### src/rtl/write_buffer.sv
// write_buffer: posted-write FIFO between a write-through L1 data cache and L2.
// L1 stores are taken in one cycle and drained to L2 in order via valid/ready.
// Pending stores are visible to the L1 read path through the lookup port, and
// the youngest matching entry supplies the forwarded data.
// Optional feature macro: WRITE_BUFFER_COALESCE_EN. When it is defined, a store
// to an address already pending in a non-head entry overwrites that entry in place.
module write_buffer #(
  parameter int DEPTH      = 4,
  parameter int ADDR_WIDTH = 8,
  parameter int DATA_WIDTH = 32
) (
  input  logic                    clk,
  input  logic                    rst,
  input  logic                    in_valid,
  output logic                    in_ready,
  input  logic [ADDR_WIDTH-1:0]   in_address,
  input  logic [DATA_WIDTH-1:0]   in_data,
  input  logic [ADDR_WIDTH-1:0]   lookup_address,
  output logic                    lookup_hit,
  output logic [DATA_WIDTH-1:0]   lookup_data,
  output logic                    out_valid,
  input  logic                    out_ready,
  output logic [ADDR_WIDTH-1:0]   out_address,
  output logic [DATA_WIDTH-1:0]   out_data,
  output logic [$clog2(DEPTH):0]  count,
  output logic                    empty,
  output logic                    full
);

  localparam int PTR_W = $clog2(DEPTH);
  localparam int CNT_W = PTR_W + 1;

  // Entry storage: valid bits are control and are reset; address/data are not.
  logic [DEPTH-1:0]      valid_q;
  logic [ADDR_WIDTH-1:0] addr_q [DEPTH];
  logic [DATA_WIDTH-1:0] data_q [DEPTH];
  logic [PTR_W-1:0]      head_q;
  logic [PTR_W-1:0]      tail_q;
  logic [CNT_W-1:0]      count_q;

  logic                  full_w;
  logic                  empty_w;
  logic                  coal_hit;
  logic [PTR_W-1:0]      coal_idx;
  logic                  push_alloc;
  logic                  push_coal;
  logic                  pop;

  assign full_w  = (count_q == CNT_W'(DEPTH));
  assign empty_w = (count_q == '0);

`ifdef WRITE_BUFFER_COALESCE_EN
  // Find the youngest valid non-head entry whose address matches the incoming store.
  // The head is skipped because it is being offered to L2 and must stay stable.
  always_comb begin
    coal_hit = 1'b0;
    coal_idx = '0;
    for (int i = 1; i < DEPTH; i++) begin
      if (valid_q[head_q + PTR_W'(i)] && (addr_q[head_q + PTR_W'(i)] == in_address)) begin
        coal_hit = 1'b1;
        coal_idx = head_q + PTR_W'(i);
      end
    end
  end
`else
  assign coal_hit = 1'b0;
  assign coal_idx = '0;
`endif

  assign in_ready   = !full_w || coal_hit;
  assign push_coal  = in_valid && coal_hit;
  assign push_alloc = in_valid && !full_w && !coal_hit;
  assign pop        = !empty_w && out_ready;

  // Control state: valid bits, pointers and occupancy count.
  always_ff @(posedge clk or posedge rst) begin
    if (rst) begin
      valid_q <= '0;
      head_q  <= '0;
      tail_q  <= '0;
      count_q <= '0;
    end else begin
      if (push_alloc) begin
        valid_q[tail_q] <= 1'b1;
        tail_q          <= tail_q + PTR_W'(1);
      end
      if (pop) begin
        valid_q[head_q] <= 1'b0;
        head_q          <= head_q + PTR_W'(1);
      end
      if (push_alloc && !pop) begin
        count_q <= count_q + CNT_W'(1);
      end else if (!push_alloc && pop) begin
        count_q <= count_q - CNT_W'(1);
      end
    end
  end

  // Entry payload: written on allocation at the tail, or in place on coalesce.
  always_ff @(posedge clk) begin
    if (push_alloc) begin
      addr_q[tail_q] <= in_address;
      data_q[tail_q] <= in_data;
    end
    if (push_coal) begin
      data_q[coal_idx] <= in_data;
    end
  end

  // Forwarding: scan oldest to youngest so the youngest matching entry wins.
  always_comb begin
    lookup_hit  = 1'b0;
    lookup_data = '0;
    for (int i = 0; i < DEPTH; i++) begin
      if (valid_q[head_q + PTR_W'(i)] && (addr_q[head_q + PTR_W'(i)] == lookup_address)) begin
        lookup_hit  = 1'b1;
        lookup_data = data_q[head_q + PTR_W'(i)];
      end
    end
  end

  // Head entry is presented only while occupied so outputs read zero when empty.
  assign out_valid   = !empty_w;
  assign out_address = out_valid ? addr_q[head_q] : '0;
  assign out_data    = out_valid ? data_q[head_q] : '0;
  assign count       = count_q;
  assign empty       = empty_w;
  assign full        = full_w;

endmodule
### config.mk
export PLATFORM = sky130hd
export DESIGN_NAME = write_buffer
export DESIGN_NICKNAME = d
export VERILOG_FILES = /design/src/rtl/write_buffer.sv
export SDC_FILE = /design/constraint.sdc
export NUM_CORES = 1
export LEC_CHECK = 0
export ABC_AREA = 1
export CAP_MARGIN = 20
export CORE_MARGIN = 2
export CORE_UTILIZATION = 57
export DETAILED_ROUTE_END_ITERATION = 8
export HOLD_SLACK_MARGIN = 0.08
export PLACE_DENSITY = 0.91
export SLEW_MARGIN = 20
export SYNTH_ARGS = -nofsm -noshare
export SYNTH_HDL_FRONTEND = slang
export SYNTH_SLANG_ARGS = --single-unit
### constraint.sdc
create_clock -name clk -period 4.3 [get_ports clk]
set_input_delay 0.43 -clock clk [delete_from_list [all_inputs] [get_ports clk]]
set_output_delay 0.43 -clock clk [all_outputs]
set_load 0.1 [all_outputs]
==> qor.txt <==
DIE
-----------------------------------------------------------------------------------------------
I/O pin cnt                                                                                 132
Die Ht                                                                                   145 um
Placeable core region                                                               0.0194 mm^2
Total Die Area                                                                      0.0209 mm^2
Std cell rows                                                                                51
Starting density of the core                                                              58.1%
Die W                                                                                    145 um

DRT
-----------------------------------------------------------------------------------------------
Number of iterations in the first detailed-routing pass                                       7
WL/cell                                                                                 16.8 um
Total Wirelength                                                                       31400 um
Via/cell ratio                                                                             5.85
Vias after detailed routing                                                               10900
Violation count after the first detailed-routing iteration                                 1494
DRC errors left                                                                               0
Final antenna-violating net count                                                             0

TIMING
-----------------------------------------------------------------------------------------------
Final period util                                                                         96.4%
Unrepaired setup endpoints after global routing                                           false
Post-route minimum period                                                               4150 ps
Worst slew margin                                                                         34.4%
Maximum frequency from static timing analysis                                           241 MHz
Worst hold slack                                                                         286 ps
Final Slew Violations                                                                         0
Final hold viol count                                                                         0
Tightest Pin Transition                                                                  981 ps
Setup-violating endpoint count in the final report                                            0
Worst-case clock skew                                                                   6.91 ps

SYNTH
-----------------------------------------------------------------------------------------------
Count of flip-flops with a built-in enable after synthesis                                  160
Synthesis-stage register bit count                                                          171
Syn Area/Cell                                                                         7.48 um^2
Synth unique cells                                                                           34
Post-synthesis cell area                                                            0.0113 mm^2
Synth async-reset ratio                                                                   6.43%
Mapped Cells                                                                               1506
Sequential-to-total area share from yosys stat                                            45.1%
Main flop type after synthesis                                                         edfxtp_1
Post-Syn Nets                                                                              1568
Synth Warn #                                                                                  0

CLOCKING
-----------------------------------------------------------------------------------------------
H-Tree Depth                                                                                  4
CTS tree                                                                                  built
# clock sinks                                                                               171
Number of buffers created by CTS                                                             17
Hold bufs inserted after CTS                                                                  0
Clock Latency Late Sink                                                                  440 ps
Clock input transition at the sequential cells of the worst setup and hold paths          60 ps
Cell at the root of the clock tree                                                    clkbuf_16
Deepest clock path buffer count                                                               2

CRITICAL PATH
-----------------------------------------------------------------------------------------------
Required time worst endpoint                                                            3870 ps
Type of element launching the critical path                                           flip-flop
Critical path start-end classification                                                  reg2out
CP max FO                                                                                    47
Category of the worst setup path capture point                                     primary output
Setup slack of the worst register-to-register path                                      1650 ps
Destination of the worst register-to-register timing path                              count[2]
Number of cells on the worst reg-to-reg path                                                 10
Worst setup path endpoint                                                          lookup_data[16]
Source of the worst register-to-register timing path                                   count[1]
Data arrival, critical path                                                             3720 ps
Timing startpoint of the critical path                                                head_q[0]

FINISH
-----------------------------------------------------------------------------------------------
End-of-flow core utilization                                                              70.0%
Share of final-layout standard cells stronger than drive strength 1                       9.61%
Layout overhead on the synthesized area                                                   20.6%
Layout net count                                                                           1652
Antenna diodes                                                                                0
Most common library cell in the layout ignoring fill and taps                           nand2_1
Number of fill cells in the layout                                                         1416
Highest-count cells in the layout ignoring fill and taps                           nand2_1, o21ai_0, edfxtp_1

OUTCOME
-----------------------------------------------------------------------------------------------
Outcome                                                                            finished clean

GLOBAL ROUTING
-----------------------------------------------------------------------------------------------
Residual overflow from global routing                                                         0
Largest net degree at the start of global routing                                           238
Global-route wire length before repair                                                 47600 um
Number of antenna violations at the first check in global routing                             0
GRT Total Usage                                                                           29.3%
Number of global-route vias before repair                                                 10100

JOB
-----------------------------------------------------------------------------------------------
Maximum capacitance violations                                                                0

PLACE
-----------------------------------------------------------------------------------------------
Placer Congestion                                                                         0.889
Final HPWL from detailed placement                                                     19300 um
Number of port buffers                                                                      131

MIN PATH
-----------------------------------------------------------------------------------------------
Path category of the worst min-delay check                                             in2async

## timing repair
action | in CTS | in global routing
setup endpoints to repair | 0 | 26
gates resized for setup | 0 | 3
setup buffers | 0 | 1
hold endpoints to repair | 0 | 0
## metrics by stage
stage	std cells	setup slack (ps)	setup TNS, ps	instance area, um^2
after global routing	1867	74.0	0	13600
after CTS	1864	208	0	13500
after global placement	1833	789	0	12900
after floorplan	1506	-309	-50200	11300
final	1867	153	0	13600
after detailed placement	1833	676	0	12900
## worst max-delay path, stage by stage, from the launching register on
cell and delay [ps]:
dfrtp_4 490, inv_2 70, ha_2 330, buf_4 460, nand3_1 130, nand2_1 100
xor2_1 160, nand4_1 370, nor2_2 640, a21oi_1 110, nand2_1 90, nand2_1 120
buf_12 200
## Yosys cell counts, types with 9 or more instances
master | n | area share, %
nor2_1 | 137 | 4.6
a21oi_1 | 37 | 1.6
dfrtp_1 | 11 | 2.4
o21ai_0 | 189 | 8.4
ha_1 | 9 | 1.0
edfxtp_1 | 160 | 43
xor2_1 | 11 | 0.86
nand2_1 | 475 | 16
inv_1 | 160 | 5.3
buf_2 | 37 | 1.6
o21ai_1 | 28 | 1.2
mux2i_1 | 50 | 4.4
clkbuf_1 | 33 | 1.1
nand3_1 | 114 | 5.1
## layer usage
layer | global-route usage [%] | vias to the layer above | routed length (um)
li1 | - | 5082 | -
met1 | 35.4 | 4976 | 11400
met2 | 50.1 | 705 | 15200
met3 | 4.87 | 157 | 3250
met4 | 16.2 | 0 | 1560
met5 | 0 | - | 0
## how the worst min path moves through the flow
stage	endpoint	depth (start not counted)
finish	count[2]	2
global route	count[2]	2
CTS	count[2]	2
detailed placement	valid_q[2]	2
global placement	valid_q[2]	2
floorplan	count[0]	1
## sequential cells by signal, indices dropped and copies added (netlist names)
name     cells
addr_q      32
count        3
tail_q       2
valid_q      4
data_q     128
head_q       2
## cell type report
class	instances	area (um^2)	share of cell area (%)
clock buffer	17	425	3.13
clock inverter	14	170	1.25
inverter	165	626	4.61
multi-input combinational	1080	5160	38.0
sequential	171	5080	37.4
tap	265	332	2.44
timing repair buffer	155	1790	13.2
## kinds of logic after synthesis
group | Yosys count | synth area share [%]
AOI/OAI and AO/OA | 261 | 11.8
xor gates and xnor gates | 12 | 0.933
adders and majority gates | 10 | 1.18
buffers and inverters | 256 | 9.68
DFF | 171 | 45.1
muxes | 51 | 4.54
and+or+nand+nor | 745 | 26.8
Power is left out: the tool's default activity adds up to more than one toggle a clock period on the data nets, which glitch-free logic cannot reach.
